<file path="config.mk">
export PLATFORM = sky130hd
export DESIGN_NAME = uesprit_acc_scheduler
export DESIGN_NICKNAME = d
export VERILOG_FILES = /design/src/rtl/uesprit_pkg.sv /design/src/rtl/uesprit_acc_scheduler_wrap_counter.sv /design/src/rtl/uesprit_acc_scheduler.sv
export SDC_FILE = /design/constraint.sdc
export NUM_CORES = 1
export LEC_CHECK = 0
export ABC_AREA = 1
export BUFFER_PORTS_ARGS = -buffer_cell sky130_fd_sc_hd__buf_2
export CAP_MARGIN = 15
export CORE_AREA = 4 4 143 104
export CTS_CLUSTER_DIAMETER = 100
export CTS_CLUSTER_SIZE = 14
export DETAILED_ROUTE_END_ITERATION = 7
export DIE_AREA = 0 0 147 108
export SYNTH_ARGS = -nofsm -noshare
export SYNTH_HDL_FRONTEND = slang
export SYNTH_SLANG_ARGS = --single-unit
</file>
<file path="constraint.sdc">
create_clock -name clk -period 6.1 [get_ports clk]
set_input_delay 0.915 -clock clk [delete_from_list [all_inputs] [get_ports clk]]
set_output_delay 0.915 -clock clk [all_outputs]
set_load 0.05 [all_outputs]
</file>
<file path="src/rtl/uesprit_pkg.sv">
// -----------------------------------------------------------------------------
// uesprit_pkg
// Shared definitions for the uESPRIT accumulation scheduler: scheduler state
// encoding and the default number of channels per frame.
// -----------------------------------------------------------------------------
package uesprit_pkg;

    // Default channels per frame (power of two, at least 2).
    localparam int VECTOR_LEN_DEFAULT = 64;

    // Scheduler states.
    typedef enum logic [1:0] {
        ST_IDLE      = 2'd0,
        ST_WAIT_SYNC = 2'd1,
        ST_RUN       = 2'd2
    } state_e;

endpackage

</file>
<file path="src/rtl/uesprit_acc_scheduler_wrap_counter.sv">
// -----------------------------------------------------------------------------
// wrap_counter
// Modulo-N counter with synchronous clear and increment enable.
// The clear is applied before the increment in the same cycle, so an
// increment coincident with a clear counts from 0 (the restart sample is
// itself counted and the counter lands on 1).
//
// Ports
//   clk      rising-edge clock
//   rst      synchronous active-high reset, count -> 0
//   clear_i  restart the count from 0 this cycle
//   inc_i    advance the count by one (modulo N)
//   count_o  current count
//   wrap_o   combinational: this cycle's increment takes the count N-1 -> 0
// -----------------------------------------------------------------------------
module wrap_counter #(
    parameter int N = 4,
    parameter int W = $clog2(N)
) (
    input  logic         clk,
    input  logic         rst,
    input  logic         clear_i,
    input  logic         inc_i,
    output logic [W-1:0] count_o,
    output logic         wrap_o
);

    logic [W-1:0] count_q;
    logic [W-1:0] count_d;
    logic [W-1:0] base;

    // NOTE: every variable written here gets a default first, so no path
    // through the block leaves it unassigned and no latch is inferred.
    always_comb begin
        base    = clear_i ? '0 : count_q;
        wrap_o  = inc_i && (base == W'(N - 1));
        count_d = base;
        if (inc_i) begin
            count_d = wrap_o ? '0 : base + W'(1);
        end
    end

    // NOTE: clocked state is updated with non-blocking assignments so all
    // registers sample their inputs from the same pre-edge values.
    always_ff @(posedge clk) begin
        if (rst) begin
            count_q <= '0;
        end else begin
            count_q <= count_d;
        end
    end

    assign count_o = count_q;

endmodule

</file>
<file path="src/rtl/uesprit_acc_scheduler.sv">
// -----------------------------------------------------------------------------
// uesprit_acc_scheduler
// Frame/accumulation scheduler for the uESPRIT correlation datapath. Tracks
// the channel and frame position of incoming samples, issues a one-cycle
// accumulation-restart pulse aligned with the datapath input register, flags
// misaligned frame syncs, and counts dumped correlation vectors.
//
// Ports
//   clk         rising-edge clock
//   rst         synchronous active-high reset
//   en          scheduler enable; low forces IDLE
//   acc_len     frames per accumulation (0 behaves as 1)
//   sync_in     frame-start marker, coincident with the channel 0 sample
//   din_valid   input sample strobe
//   new_acc     registered accumulation-restart pulse (1-cycle latency)
//   chan_idx    registered channel index of the previously accepted sample
//   corr_valid  correlation-result strobe from the datapath
//   out_last    registered marker of the last channel of a dumped vector
//   dump_cnt    saturating count of completed dumps
//   err_sync    sticky misaligned-sync flag, cleared on re-enable
//   busy        registered "state is not IDLE"
// -----------------------------------------------------------------------------
module uesprit_acc_scheduler
    import uesprit_pkg::*;
#(
    parameter int VECTOR_LEN     = VECTOR_LEN_DEFAULT,
    parameter int ACC_LEN_WIDTH  = 16,
    parameter int DUMP_CNT_WIDTH = 32,
    localparam int CW            = $clog2(VECTOR_LEN)
) (
    input  logic                      clk,
    input  logic                      rst,
    input  logic                      en,
    input  logic [ACC_LEN_WIDTH-1:0]  acc_len,
    input  logic                      sync_in,
    input  logic                      din_valid,
    output logic                      new_acc,
    output logic [CW-1:0]             chan_idx,
    input  logic                      corr_valid,
    output logic                      out_last,
    output logic [DUMP_CNT_WIDTH-1:0] dump_cnt,
    output logic                      err_sync,
    output logic                      busy
);

    state_e state_q;
    state_e state_d;

    // FSM decodes
    logic accept;      // sample counted this cycle
    logic start;       // first sample of a run (WAIT_SYNC -> RUN)
    logic resync;      // sync seen in RUN away from channel 0
    logic err_clear;   // re-enable from IDLE
    logic chan_clear;  // restart channel/frame position
    logic busy_d;

    logic [CW-1:0]            chan_cnt;
    logic [CW-1:0]            chan_base;
    logic                     chan_wrap;
    logic [CW-1:0]            out_chan;
    logic                     out_wrap;

    logic [ACC_LEN_WIDTH-1:0] frame_q, frame_d, frame_base;
    logic [ACC_LEN_WIDTH-1:0] len_q, len_d;
    logic [ACC_LEN_WIDTH-1:0] eff_acc_len;
    logic                     new_acc_d;

    logic                      new_acc_q;
    logic [CW-1:0]             chan_idx_q;
    logic                      err_sync_q;
    logic                      busy_q;
    logic                      out_last_q;
    logic [DUMP_CNT_WIDTH-1:0] dump_cnt_q;

    // ---------------------------------------------------------------- FSM
    always_ff @(posedge clk) begin
        if (rst) begin
            state_q <= ST_IDLE;
        end else begin
            state_q <= state_d;
        end
    end

    always_comb begin
        state_d = state_q;
        if (!en) begin
            state_d = ST_IDLE;
        end else begin
            case (state_q)
                ST_IDLE:      state_d = ST_WAIT_SYNC;
                ST_WAIT_SYNC: if (sync_in && din_valid) state_d = ST_RUN;
                ST_RUN:       state_d = ST_RUN;
                default:      state_d = ST_IDLE;
            endcase
        end
    end

    always_comb begin
        accept    = 1'b0;
        start     = 1'b0;
        resync    = 1'b0;
        err_clear = 1'b0;
        case (state_q)
            ST_IDLE: begin
                err_clear = en;
            end
            ST_WAIT_SYNC: begin
                start  = en && sync_in && din_valid;
                accept = start;
            end
            ST_RUN: begin
                accept = en && din_valid;
                resync = accept && sync_in && (chan_cnt != '0);
            end
            default: ;
        endcase
        // Position is held at 0 outside RUN and while disabled, so the
        // counters are already clean when a run starts.
        chan_clear = !en || (state_q != ST_RUN) || resync;
        busy_d     = (state_d != ST_IDLE);
    end

    // ------------------------------------------------- channel / frame position
    wrap_counter #(
        .N (VECTOR_LEN),
        .W (CW)
    ) u_chan_cnt (
        .clk     (clk),
        .rst     (rst),
        .clear_i (chan_clear),
        .inc_i   (accept),
        .count_o (chan_cnt),
        .wrap_o  (chan_wrap)
    );

    assign chan_base   = chan_clear ? '0 : chan_cnt;
    assign frame_base  = chan_clear ? '0 : frame_q;
    assign eff_acc_len = (acc_len == '0) ? ACC_LEN_WIDTH'(1) : acc_len;

    always_comb begin
        frame_d = frame_base;
        len_d   = len_q;
        if (start || resync) begin
            len_d = eff_acc_len;
        end
        if (chan_wrap) begin
            // End of the last frame of an accumulation: the length for the
            // next accumulation is taken at this boundary only.
            if (frame_base == len_q - ACC_LEN_WIDTH'(1)) begin
                frame_d = '0;
                len_d   = eff_acc_len;
            end else begin
                frame_d = frame_base + ACC_LEN_WIDTH'(1);
            end
        end
        // Channel 0 of frame 0 opens an accumulation.
        new_acc_d = accept && (chan_base == '0) && (frame_base == '0);
    end

    // ---------------------------------------------------------- output side
    wrap_counter #(
        .N (VECTOR_LEN),
        .W (CW)
    ) u_out_chan (
        .clk     (clk),
        .rst     (rst),
        .clear_i (1'b0),
        .inc_i   (corr_valid),
        .count_o (out_chan),
        .wrap_o  (out_wrap)
    );

    // ------------------------------------------------------------ registers
    always_ff @(posedge clk) begin
        if (rst) begin
            frame_q    <= '0;
            len_q      <= ACC_LEN_WIDTH'(1);
            new_acc_q  <= 1'b0;
            chan_idx_q <= '0;
            err_sync_q <= 1'b0;
            busy_q     <= 1'b0;
            out_last_q <= 1'b0;
            dump_cnt_q <= '0;
        end else begin
            frame_q   <= frame_d;
            len_q     <= len_d;
            new_acc_q <= new_acc_d;
            busy_q    <= busy_d;
            if (accept) begin
                chan_idx_q <= chan_base;
            end
            if (err_clear) begin
                err_sync_q <= 1'b0;
            end else if (resync) begin
                err_sync_q <= 1'b1;
            end
            out_last_q <= out_wrap;
            if (out_wrap && (dump_cnt_q != '1)) begin
                dump_cnt_q <= dump_cnt_q + DUMP_CNT_WIDTH'(1);
            end
        end
    end

    assign new_acc  = new_acc_q;
    assign chan_idx = chan_idx_q;
    assign err_sync = err_sync_q;
    assign busy     = busy_q;
    assign out_last = out_last_q;
    assign dump_cnt = dump_cnt_q;

endmodule

</file>
* Yosys cells after proc, flatten, opt, wreduce, memory -nomap -nowiden
Cells that the tools add are included.
Operators by class: add/subtract/negate cells 5, mux-type cells 18, bitwise operators 0, divide/modulo/power cells 0, shifts and indexed selects 0, multipliers 0, reduce and logical (&&, ||, !) cells 22, $lt $le $gt $ge 0, equality and inequality tests 7
Operators with widths (number):
- 16-bit 2-to-1 mux | 7
- 32-bit by 1-bit adder with 32-bit output, second input constant | 1
- 16-bit logical NOT | 2
- 32-bit != test, second input constant | 1
- 6-bit 2-to-1 mux | 4
- 16-bit by 1-bit adder with 16-bit output, second input constant | 1
- 16-bit equality test | 1
- 16-bit by 1-bit subtractor with 16-bit output, second input constant | 1
- 6-bit by 1-bit adder with 6-bit output, second input constant | 2
- 6-bit equality test, second input constant | 2
- 1-bit logical AND | 11
- 6-bit logical NOT | 1
- 2-bit one-hot mux with 3 select lines | 1
- 6-bit nonzero test | 1
- 2-bit 2-to-1 mux | 2
- 1-bit logical OR | 3
- 1-bit 2-to-1 mux | 3
- 2-bit by 1-bit equality test with 1-bit output, second input constant | 1
- 2-bit equality test, second input constant | 1
- 2-bit logical NOT | 1
- 2-bit != test, second input constant | 1
- 1-bit one-hot mux with 2 select lines | 1
- 2-bit nonzero test | 1
- 2-bit OR reduction | 1
- 1-bit logical NOT | 1
Storage, ports and cells: logic and storage cells 63, RAM bits 0, output and inout port bits 42, ROM bits 0, bits in registers 88, latch bits 0, bits of input ports 22, memories kept 0

* Logic depth before layout (Yosys ltp)
Gate-level depths: netlist of the first run.
word-level depth 10, mapped depth 18

* Cells and area by module
From an unflattened synthesis of the first run, not the netlist that was laid out.
Unflattened totals: cell total of the unflattened synthesis 803, area total of the unflattened synthesis 5143.7 um^2
Modules (own cells, without submodules):
- uesprit_acc_scheduler | times used 1, area each 4485.6 um^2, cells an instance 703
- wrap_counter | times used 2, area each 329.1 um^2, cells an instance 50

* Least setup slack after synthesis of the first run
OpenSTA, ideal clock, no wires.
kind input port to flip-flop, from input port din_valid, to register frame_q[9], required time 5.986 ns, setup time 0.114 ns, data arrival time 2.613 ns, stages 14, setup slack 3.373 ns, path buffers 1, cell sequence nand2_1 > inv_2 > a21oi_4 > nand2_1 > inv_1 > ha_1 > nand2_2 > nor2_4 > nand4_4 > clkinv_2 > nand3_2 > nand2_2 > buf_4 > nor2_1
On the way: cells in the longest elaborated chain, start to end 9, elaborated cells on any way between the ends 15, classes of those cells add/sub (1); eq/ne (2); mux (6); reduce/logical (6)
Ends and longest elaborated chain:
- start: declaration | RTL line uesprit_acc_scheduler.sv:36 | input logic din_valid,
- 1-bit logical AND | RTL line uesprit_acc_scheduler.sv:112 | accept = en && din_valid;
- 1-bit logical AND (2 in series) | RTL line uesprit_acc_scheduler.sv:113 | resync = accept && sync_in && (chan_cnt != '0);
- 1-bit 2-to-1 mux | RTL line uesprit_acc_scheduler.sv:103 | case (state_q)
- 1-bit logical OR | RTL line uesprit_acc_scheduler.sv:119 | chan_clear = !en || (state_q != ST_RUN) || resync;
- 6-bit 2-to-1 mux
- net chan_base[0] | RTL line uesprit_acc_scheduler.sv:58 | logic [CW-1:0] chan_base;
- 6-bit equality test | RTL line uesprit_acc_scheduler_wrap_counter.sv:36 | wrap_o = inc_i && (base == W'(N - 1));
- 1-bit logical AND | RTL line uesprit_acc_scheduler_wrap_counter.sv:36
- 16-bit 2-to-1 mux | RTL line uesprit_acc_scheduler.sv:146 | if (chan_wrap) begin
- end signal: assignment | RTL line uesprit_acc_scheduler.sv:185 | frame_q <= frame_d;
- end: declaration | RTL line uesprit_acc_scheduler.sv:63 | logic [ACC_LEN_WIDTH-1:0] frame_q, frame_d, frame_base;
The timed path passes the listed nets, and every way through them passes these cells. A chain may end at the register's enable or synchronous reset.

* Worst setup path in the final report of the first run
from input port din_valid, to register frame_q[8]
The elaborated chain is that of the path after synthesis.

==> results of run 1 <==
## flip-flops by register name (all words and copies together), names as in the netlist
register and count:
err_sync 1, out_last 1, new_acc 1, dump_cnt 32, chan_idx 6, state_q 2
busy 1, len_q 16, u_out_chan.count_o 6, frame_q 16, u_chan_cnt.count_o 6
## worst min-delay path, delay by kind of cell, from the launching register on
kind	cells	cell delay, ns
AND/OR/NAND/NOR	1	0.06
AO/OA/AOI/OAI	1	0.05
flip-flops	1	0.31
## power groups by stage
stage	sequential [mW]	clock [mW]	combinational, mW
3_5_place_dp	0.594	0	0.0694
4_1_cts	0.581	0.559	0.0697
6_report	0.581	0.544	0.0695
3_3_place_gp	0.594	0	0.0692
2_1_floorplan	0.596	0	0.0450
5_1_grt	0.582	0.581	0.0792
## through the flow
step	power [mW]	instance area [µm²]
6_report	1.19	6040
5_1_grt	1.24	6040
4_1_cts	1.21	6040
3_5_place_dp	0.664	5750
3_3_place_gp	0.663	5750
2_1_floorplan	0.641	5310
## final cells by class
class | instances | area (µm²)
fillers | 1428 | 7520
multi-input cells | 628 | 3060
flip-flops and latches | 88 | 1760
inverters | 100 | 377
repair buffers | 63 | 315
clock buffers | 12 | 267
well taps | 190 | 238
clock inverters | 4 | 27.5
## placed cells by master, fill, tap and decap left out, types with 2 or more instances in the layout
cell type / synthesis / layout
nor3b_1: 8 / 8
mux2i_1: 2 / 2
nand3_2: 7 / 7
buf_2: 2 / 63
clkinv_2: 1 / 3
dfxtp_1: 88 / 88
a31oi_1: 3 / 3
xnor2_1: 5 / 5
o211a_1: 2 / 2
inv_1: 91 / 91
inv_2: 8 / 8
xor2_1: 17 / 17
o21ai_0: 38 / 38
nor3_1: 24 / 24
nand4_1: 18 / 18
clkbuf_8: 0 / 3
nand2_2: 6 / 6
nand3b_1: 3 / 3
nand3_1: 52 / 52
a21oi_1: 35 / 35
ha_1: 11 / 11
nor4_1: 6 / 6
clkinv_4: 0 / 2
nand2_1: 222 / 222
nor2_1: 151 / 151
clkbuf_16: 0 / 9
nor2_2: 5 / 5
## per-layer routing
metal | part of all wire [%] | vias up
li1 | - | 2779
met1 | 56 | 2326
met2 | 37 | 145
met3 | 5.7 | 10
met4 | 0.81 | 0
met5 | 0 | -
## kinds of logic (layout without fill, tap and decap cells)
logic type,count (synthesis),in the layout
AOI/OAI and AO/OA,88,88
xor gates and xnor gates,22,22
adders and majority gates,11,11
buffers and inverters,119,179
DFF,88,88
muxes,2,2
and+or+nand+nor,505,505
## worst paths after layout
path / start / to / slack, ns / cells past startpoint
max: din_valid / frame_q[8] / 2.57 / 14
min: chan_idx[5] / chan_idx[5] / 0.47 / 2
max reg2reg: state_q[0] / frame_q[8] / 2.71 / 12
min reg2reg: chan_idx[5] / chan_idx[5] / 0.47 / 2
==> out/results.txt, run 1 <==
Leaving out filler cells and counting taps, the final layout contains 1085. After synthesis, the mean cell area works out to 6.36 µm². For this configuration, the core starts out at a cell density of 39.2%.

The clock network burns 45.5% of the power. After the first detailed-routing iteration, the DRC count stood at 439. After global routing the overflow that remains totals 0.

Sequential cells burn 48.7% of the power. On the final layout, the worst clock skew is 0.00743 ns. The maximum level of the CTS H-tree was 3. The main combinational cell family by area after synthesis was simple AND/OR/NAND/NOR gates.

The total of hold buffers inserted after clock tree synthesis is 0, and the via count of the first global-routing pass is 4571. Once placement completed, the tool counted placed cells totaling 1069. The setup path with the least slack is of type in2reg.

The delay of the slowest cell on the worst path is 0.51 ns, and the final antenna diode count is 0. The worst setup path is launched from an input pin. For this run, global-route usage on met2 was measured as 24.1%. Setup total negative slack on the finished layout was measured at 0 ns. The biggest fanout along the worst timing path is 31, and the combinational share of power is 5.8%. The first global-routing pass estimated 23.3 mm of wire.

The synthesized netlist devotes 3.63% of its cell area to XOR and XNOR gates. Total core area: 13600 µm². OpenSTA, run right after detailed placement, puts the worst setup slack at 2.21 ns. Die span in y: 108 µm.

In this run the power density over the cells is 198 nW/µm². The remaining antenna violation count is 0. The simple-gate portion of the synthesized area was 41.5%; the final clock period utilization by the worst path was 57.9%. The global routing stage identified its most utilized layer as met1. The tools report the number of nets in the layout as 923. The final-report hold violation count was 0.

The fraction of synthesized area in multiplexers was 0.377%; the sequential area share after synthesis was 33.2%. The analysis attributes to cell leakage a power of 2.76 nW. Based on the critical path, the design can be clocked at up to 283 MHz. The final routed wire length divided by cell count was 13.0 µm; the quantity of I/O buffers inserted on ports was 63.

Using the TritonRoute via totals, the vias-per-cell ratio works out to 4.85. The number of pins with negative max-slew slack in the final report came out at 0. The largest total area in the synthesized netlist belongs to dfxtp_1.

The commonest register cell after synthesis is dfxtp_1. Yosys instantiated no cell more often than nand2_1. The fraction of the mapped netlist area in compound gates was 9.47%.

For this run, the detailed router's first-pass iteration total came to 6. Setup repair after global routing left no endpoint under its margin. Measured on the finished design, the core utilization comes to 44.6%. In the synthesized netlist the async set-or-reset flop fraction comes to 0%. Clock tree synthesis found a total of 88 sinks. The residual DRC count came out at 0. The total of cells resized after clock tree synthesis was 0; the number of CTS-inserted buffers was 9. Max-cap violations in this run came to 0.

The die covers 15900 µm². Across the VDD grid, the largest voltage drop is 132 µV. The tools report the count of unique library cells instantiated by Yosys as 40. CTS placed an instance of clkbuf_16 at the clock tree root.

The proportion of layout cells with a drive suffix above 1 was 12.5%. In this run switching power makes up 23.8% of total power. Met3 track utilization from global routing: 3.77%. The family with the most delay on the worst path is simple AND/OR/NAND/NOR gates. TritonCTS built the clock tree. Counting flops with a built-in enable in the synthesized netlist gives 0. For the worst setup path, the data arrival time is 3.75 ns. Ranked by total cell area, the synthesized netlist is headed by dfxtp_1 (33%), nand2_1 (16%), nor2_1 (11%).

The number of synthesized register bits is 88. Net switching component of the power: 0.284 mW. Summing every instance area after synthesis gives 5310 µm². STA puts the critical path data required time at 6.32 ns. The global placer's final weighted congestion is 0.900, and the global-route met1 utilization is 29.2%. During I/O placement, the number of pins put on the boundary was 64. The flow ran to the end, and the final reports show no timing, DRC or antenna violations.

For the pin with the worst max-slew slack, the measured transition is 0.915 ns. The synthesis warning total was 0. Final hold analysis gives a worst-case slack of 0.468 ns.

Together, buffers and inverters on the worst path number 4. Setup violations remaining at the end of the flow were counted as 0. Number of instances in the synthesized netlist: 835. The worst hold-check path type was reg2reg. The time the final worst path needs with I/O delays and setup is 3.53 ns. The count of buffers added by post-CTS timing repair for setup is 0. Clock latency on the worst-skew pair, taken at its later pin, is 0.35 ns.

By count the netlist is led by nand2_1 (222), nor2_1 (151), inv_1 (91). The run gives 18.1% as the all-layer global routing usage. The number of antenna violations at the first check in global routing is 0, and the total half-perimeter wirelength after legalization and detailed placement is 10.7 mm. The largest individual stage delay along the critical path comes from the cell nand2_2. The run gives 38.8% as the worst-case headroom to the max-slew limit. The share of synthesized cell area in full adder, half adder and majority cells came out at 2.59%.

The synthesis-to-layout area growth came out at 13.8%. Clock-pin slew was measured on the worst setup and hold paths at 0.06 ns. The maximum number of buffers from clock root to sink is 2.

The post-synthesis net count came out at 868. The portion of synthesized cell area occupied by the leading cell type is 33.2%, and the total number of vias is 5260. STA classifies the critical path endpoint as a flop. The number of cell rows is 36. The internal power of the cells totals 0.910 mW. The tools report the final worst slack as 2.57 ns. The run gives 14.1 mm as the total length of routed wires. The overall die width was 147 µm; the largest net degree at the start of global routing was 47.

Traced cell by cell, the critical path runs through buf_2, nand2_1, inv_2, a21oi_4, nand2_1, inv_1, ha_1, nand2_2, nor2_4, nand4_4, clkinv_2, nand3_2, nand2_2, nor2_1.
Note: power is estimated with default switching activity, not from simulation.
==> run 2, diff against run 1 <==
clock period = 3.4 ns   (was 6.1 ns; I/O delays follow)
==> out/results.txt, run 2 (same netlist as run 1, synthesis figures left out) <==
After clock tree synthesis, the clock-pin slew on the worst setup and hold paths is 0.07 ns. Leaving out fill and tap cells, the most frequent cell in the layout is nand2_1. Proportion of layout cells with a drive suffix above 1: 12.9%. The via count of the first global-routing pass came out at 4658. The first global-routing pass estimated 23.9 mm of wire. The number of antenna violations at the first check in global routing is 0, and the overall die width is 147 µm.

Source-to-sink clock delay at the later pin of the worst-skew pair: 0.34 ns. After clock tree synthesis, the flow added hold-fix buffers numbering 0. The detailed-route vias per instance works out to 4.85. The core region is 13600 µm². Number of nets in the layout: 927. TritonCTS built the clock tree.

The largest net degree at the start of global routing is 47, and the all-layer global routing usage is 18.2%. Worst hold-check path type: in2reg. From synthesis to final layout, the design area changed by 15.0%. After routing, the total negative slack on setup checks comes to 0 ns. The flow ran to the end, and the final reports show no timing, DRC or antenna violations. The final-report hold violation count came out at 0. The biggest fanout along the worst timing path is 30. Across all layers, the routed design uses 5287 vias. Setup repair after global routing left no endpoint under its margin.

The total die area was 15900 µm²; the DRC violation total after the first TritonRoute iteration was 371. In the routed design, unresolved DRC markers number 0. The run gives 0 as the number of setup violations in the final report. The logs give 3 for the maximum level of the CTS H-tree and 2.79 nW for the leakage power of the design.

Die span in y: 108 µm. The number of cell rows is 36. Final antenna diode count: 0. For this run, the detailed router's first-pass iteration total came to 5.

For the worst setup path, the data arrival time is 3.01 ns. The number of filler instances in the final layout was 1464. For the worst setup path, the data required time is 3.68 ns. The number of violations of the max-capacitance limit is 0. The worst-case headroom to the max-slew limit was 40.6%; the power density over the cells was 373 nW/µm². The run gives 0 as the number of pins with negative max-slew slack in the final report. The top cell types in the final layout, fill and taps aside, are nand2_1 (222), nor2_1 (151), inv_1 (91). The initial utilization of the core area, before any placement, comes to 39.2%. After routing the design area is 6110 µm².

In this run the remaining antenna-violating nets after routing total 0. The standard cell area after detailed placement is 5780 µm². The tools report the maximum achievable frequency as 366 MHz. For the count of buffers added by post-CTS timing repair for setup, the log shows 0. After detailed routing, the total wire length is 14.2 mm. STA classifies the critical path endpoint as a flop. Most used routing layer in global routing: met1. The global-route met1 utilization is 29.8%, and the residual overflow from global routing is 0. Across the routed clock network, the largest skew measured is 0.00843 ns. The cell sitting at the root of the clock tree is a clkbuf_16. Number of flip-flops under the largest register name: 32. In the final routed layout, each cell accounts on average for 13.0 µm. Pin placement for this block handled 64 I/O pins.

Counting the buffers created by CTS gives 9. The worst register-to-register path has a setup slack of 0.67 ns. The time the final worst path needs with I/O delays and setup is 2.73 ns, and the global placer's final weighted congestion is 0.884. Total of cells resized after clock tree synthesis: 0. The run gives 2 as the maximum number of buffers from clock root to sink. The total clock sinks is 88, and the slew at the pin closest to its max-slew limit is 0.889 ns. The met3 track utilization from global routing is 3.73%.

Summed over all nets, the half-perimeter wirelength after detailed placement is 10.7 mm. The final clock period utilization by the worst path was 80.4%. The quantity of I/O buffers inserted on ports works out to 63. The worst setup path is launched from a flop.

The critical path is of the reg2reg type. IR analysis of the VDD net gives a maximum drop of 245 µV. For this run, global-route usage on met2 was measured as 24.2%.
-- run 2: stage by stage --
step | cells | hold slack [ns] | total power [mW] | util, % | setup slack, ns
global route | 1089 | 0.423 | 2.36 | 45.0 | 0.363
finish | 1089 | 0.415 | 2.28 | 45.0 | 0.667
CTS | 1089 | 0.409 | 2.30 | 45.0 | 0.645
global placement | 1073 | 0.458 | 1.19 | 42.6 | 0.620
floorplan | 835 | 0.444 | 1.15 | - | 1.08
detailed placement | 1073 | 0.464 | 1.19 | 42.6 | 0.533
-- run 2: path summary, 6_finish.rpt --
path,from,end,cells after the start
worst min register to register,u_out_chan.count_o[3],u_out_chan.count_o[3],2
worst max register to register,u_chan_cnt.count_o[5],len_q[8],15
worst min-delay path,corr_valid,u_out_chan.count_o[1],2
worst max-delay path,u_chan_cnt.count_o[5],len_q[8],15
-- run 2: report_power, final --
group / internal (mW) / total, mW / switching (mW)
logic: 0.0402 / 0.125 / 0.0846
clock network: 0.669 / 1.11 / 0.442
registers: 1.04 / 1.04 / 0.00581
total: 1.75 / 2.28 / 0.533
-- run 2: metal layers --
metal,vias up,wire length (µm)
met2,146,5240
met5,-,0
li1,2793,-
met4,0,76
met3,8,900
met1,2340,7970
-- run 2: cell type report --
type                    instances  area [µm²]  share of cell area (%)
repair buffers                 67         345                    5.66
multi-input cells             628        3060                    50.0
well taps                     190         238                    3.89
clock inverters                 6        90.1                    1.48
inverters                     100         377                    6.17
clock buffers                  10         239                    3.91
flip-flops and latches         88        1760                    28.9
-- run 2: critical path, stage by stage, from the launching register on --
cell	delay (ns)
dfxtp_1	0.35
nor2_1	0.20
nand3_2	0.17
a21oi_4	0.32
nand2_1	0.19
inv_1	0.09
ha_1	0.15
nand2_2	0.07
nor2_4	0.14
nand4_4	0.17
clkinv_2	0.19
nand3_2	0.11
buf_4	0.24
nand2_1	0.09
nand2_1	0.05
nor2_1	0.10
==> run 3, diff against run 2 <==
clock period = 2.8 ns   (was 3.4 ns; I/O delays follow)
==> out/results.txt, run 3 (same netlist as run 1, synthesis figures left out) <==
The final clock period utilization by the worst path was 91.5%. The smallest clock period supported by the final layout is computed as 2.56 ns. The flow ran to the end, and the final reports show no timing, DRC or antenna violations. In this design, the stage delay of the slowest critical-path cell is 0.38 ns.

The root buffer cell chosen for the clock tree is clkbuf_16. Across the VDD grid, the largest voltage drop is 340 µV. The source-to-sink clock delay at the later pin of the worst-skew pair is 0.34 ns, and the largest net degree at the start of global routing is 37. The number of buffers and inverters on the critical path works out to 1.

Tracing the worst setup path back leads to its startpoint at state_q[0]. For flop-to-flop paths, the worst setup slack is 0.24 ns. After detailed routing, the number of vias per cell comes to 4.72. Counting buffers and inverters, the worst setup path is 15 cells deep.

Worst-case headroom to the max-slew limit: 54.4%. The top cell types in the final layout, fill and taps aside, are nand2_1 (222), nor2_1 (150), inv_1 (91). The slowest stage of the critical path is the dfxtp_1 cell. In this run, the number of DRC markers left after iteration 0 of detailed routing was 473. The logs give 0 for the final-report hold violation count and 2 for the maximum number of buffers from clock root to sink.

The region available for standard cell placement spans 13600 µm². The worst hold-check path type is in2reg. Setup repair after global routing left no endpoint under its margin.

The leakage power of the design was 2.83 nW. The synthesis-to-layout area growth was 16.4%; the maximum achievable frequency was 390 MHz. Leading cell type in the layout, fill and taps excluded: nand2_1. Row generation in the floorplan step produced 36 rows. The worst setup path is captured at a flop. Input and output buffers added on the ports amount to 63. Summed over all layers, the routed wires come to 14.0 mm. Max-cap violations in this run came to 0.

The cell family contributing the most delay on the critical path is simple AND/OR/NAND/NOR gates. In this run the count of I/O pins placed on the die edge is 64. The power density over the cells is 445 nW/µm², and the core utilization of the finished layout is 45.6%. With fillers left out, the area of the finished cells amounts to 6180 µm². Number of flip-flops under the largest register name: 32.

The number of antenna violations at the first check in global routing is 0, and the total die area is 15900 µm². The critical path is of the reg2reg type. The congestion estimate from routability-driven global placement came to 0.902. The cell count of the worst reg-to-reg path was 15.

The cell depth of the worst hold path is 2, and the arrival time of data at the critical path endpoint is 2.78 ns. The number of pins with negative max-slew slack in the final report was 0; the proportion of layout cells with a drive suffix above 1 was 13.8%. The via count of the first global-routing pass is 4406. After detailed routing, the number of remaining DRC violations is 0. The logs give 0.00819 ns for the final clock skew and 10.8 mm for the total half-perimeter wirelength after legalization and detailed placement. In the final routed layout, each cell accounts on average for 12.7 µm.

TritonCTS built the clock tree. The startpoint type of the worst setup path is a flop. The die is 108 µm tall.

The first detailed-routing pass took 5 iterations. In this run the worst setup path terminates at frame_q[14]. The number of setup violations in the final report was 0; the overall die width was 147 µm.

For the all-layer global routing usage, the log shows 17.8%. The cell that appears most often on the critical path is nor2_1. The total negative slack for setup checks was 0 ns; the biggest fanout along the worst timing path was 14. The H-tree generated during clock tree synthesis spans 3 levels.

The repair_antennas step left the layout with diodes totalling 0. Buffers added to address setup during post-CTS repair amount to 0. The worst register-to-register path begins at state_q[0]. The total overflow left after global routing is 0.

The total clock sinks came out at 88. The total power after layout was 2.75 mW; the total number of vias was 5178. Data on the critical path is required at its endpoint by 3.02 ns. Once the floorplan was initialized, standard cells occupied 39.2% of the core. For the pin with the worst max-slew slack, the measured transition is 0.682 ns. The number of nets in the layout is 935, and the number of filler instances in the final layout is 1475.

After detailed placement, the total cell area comes to 5840 µm². The first global-routing pass estimated 23.0 mm of wire. The worst register-to-register path ends at frame_q[14].

The signal on the critical path passes through inv_1, ha_1, nand2_2, nor2_2, nand2_2, nand2_4, nor2_1, ha_1, nand2_1, nor3_1, nand3_1, nor2_1, nand4_1, nand2_1, nor2_1. The detail route stage leaves a number of antenna-violating nets equal to 0. Clock-pin slew was measured on the worst setup and hold paths at 0.07 ns.

The number of CTS-inserted buffers was 9.
==> run 3: cell types whose count changed in the layout (fill, tap and decap cells not counted) <==
cell	before	now
clkinv_2	2	3
buf_6	0	1
nand2_2	6	5
nand2_4	0	1
nor2_1	151	150
nor2_2	5	6
inv_2	8	7
buf_4	4	11
==> run 3: worst min-delay path by stage <==
stage,start,endpoint
floorplan,u_out_chan.count_o[3],u_out_chan.count_o[3]
global placement,chan_idx[5],chan_idx[5]
detailed placement,chan_idx[5],chan_idx[5]
CTS,corr_valid,u_out_chan.count_o[1]
global route,acc_len[9],len_q[9]
finish,corr_valid,u_out_chan.count_o[1]
==> run 3: worst reg2reg max path: cells and delay by family, from the launching register on <==
| family | cells | cell delay [ns] |
|---|---|---|
| buffers and inverters | 1 | 0.09 |
| flip-flops | 1 | 0.38 |
| AND/OR/NAND/NOR | 12 | 1.54 |
| adder cells (fa/ha/maj) | 2 | 0.43 |
==> run 3: timing repair <==
action | CTS | global route
endpoints found under the hold margin | 0 | 0
resized for setup | 0 | 4
endpoints found under the setup margin | 0 | 10
hold buffers | 0 | 0
==> run 3: cell type report <==
type | count | area (µm²) | area share [%]
repair buffers | 75 | 409 | 6.62
flip-flops and latches | 88 | 1760 | 28.5
clock buffers | 10 | 239 | 3.87
clock inverters | 6 | 90.1 | 1.46
inverters | 100 | 378 | 6.12
well taps | 190 | 238 | 3.85
multi-input cells | 628 | 3060 | 49.6
==> run 3: metrics by stage <==
| stage | cells | setup WS [ns] | hold WS [ns] |
|---|---|---|---|
| after floorplan | 835 | 0.511 | 0.444 |
| after global placement | 1081 | 0.0922 | 0.460 |
| after detailed placement | 1081 | 0.143 | 0.460 |
| after CTS | 1097 | 0.125 | 0.318 |
| after global routing | 1097 | 0.00164 | 0.339 |
| final | 1097 | 0.238 | 0.333 |
==> run 3: power by group <==
| group | switching (mW) | leakage (nW) | total, mW | internal [mW] |
|---|---|---|---|---|
| sequential | 0.00665 | 0.710 | 1.27 | 1.26 |
| clock | 0.519 | 0.159 | 1.33 | 0.811 |
| combinational | 0.104 | 1.96 | 0.155 | 0.0510 |
| total | 0.630 | 2.83 | 2.75 | 2.12 |
==> run 3: layer usage <==
layer	track usage, %	part of all wire, %	vias to the layer above
li1	-	-	2806
met1	30.2	58	2235
met2	22.8	36	126
met3	3.02	5.3	11
met4	3.19	0.74	0
met5	0	0	-
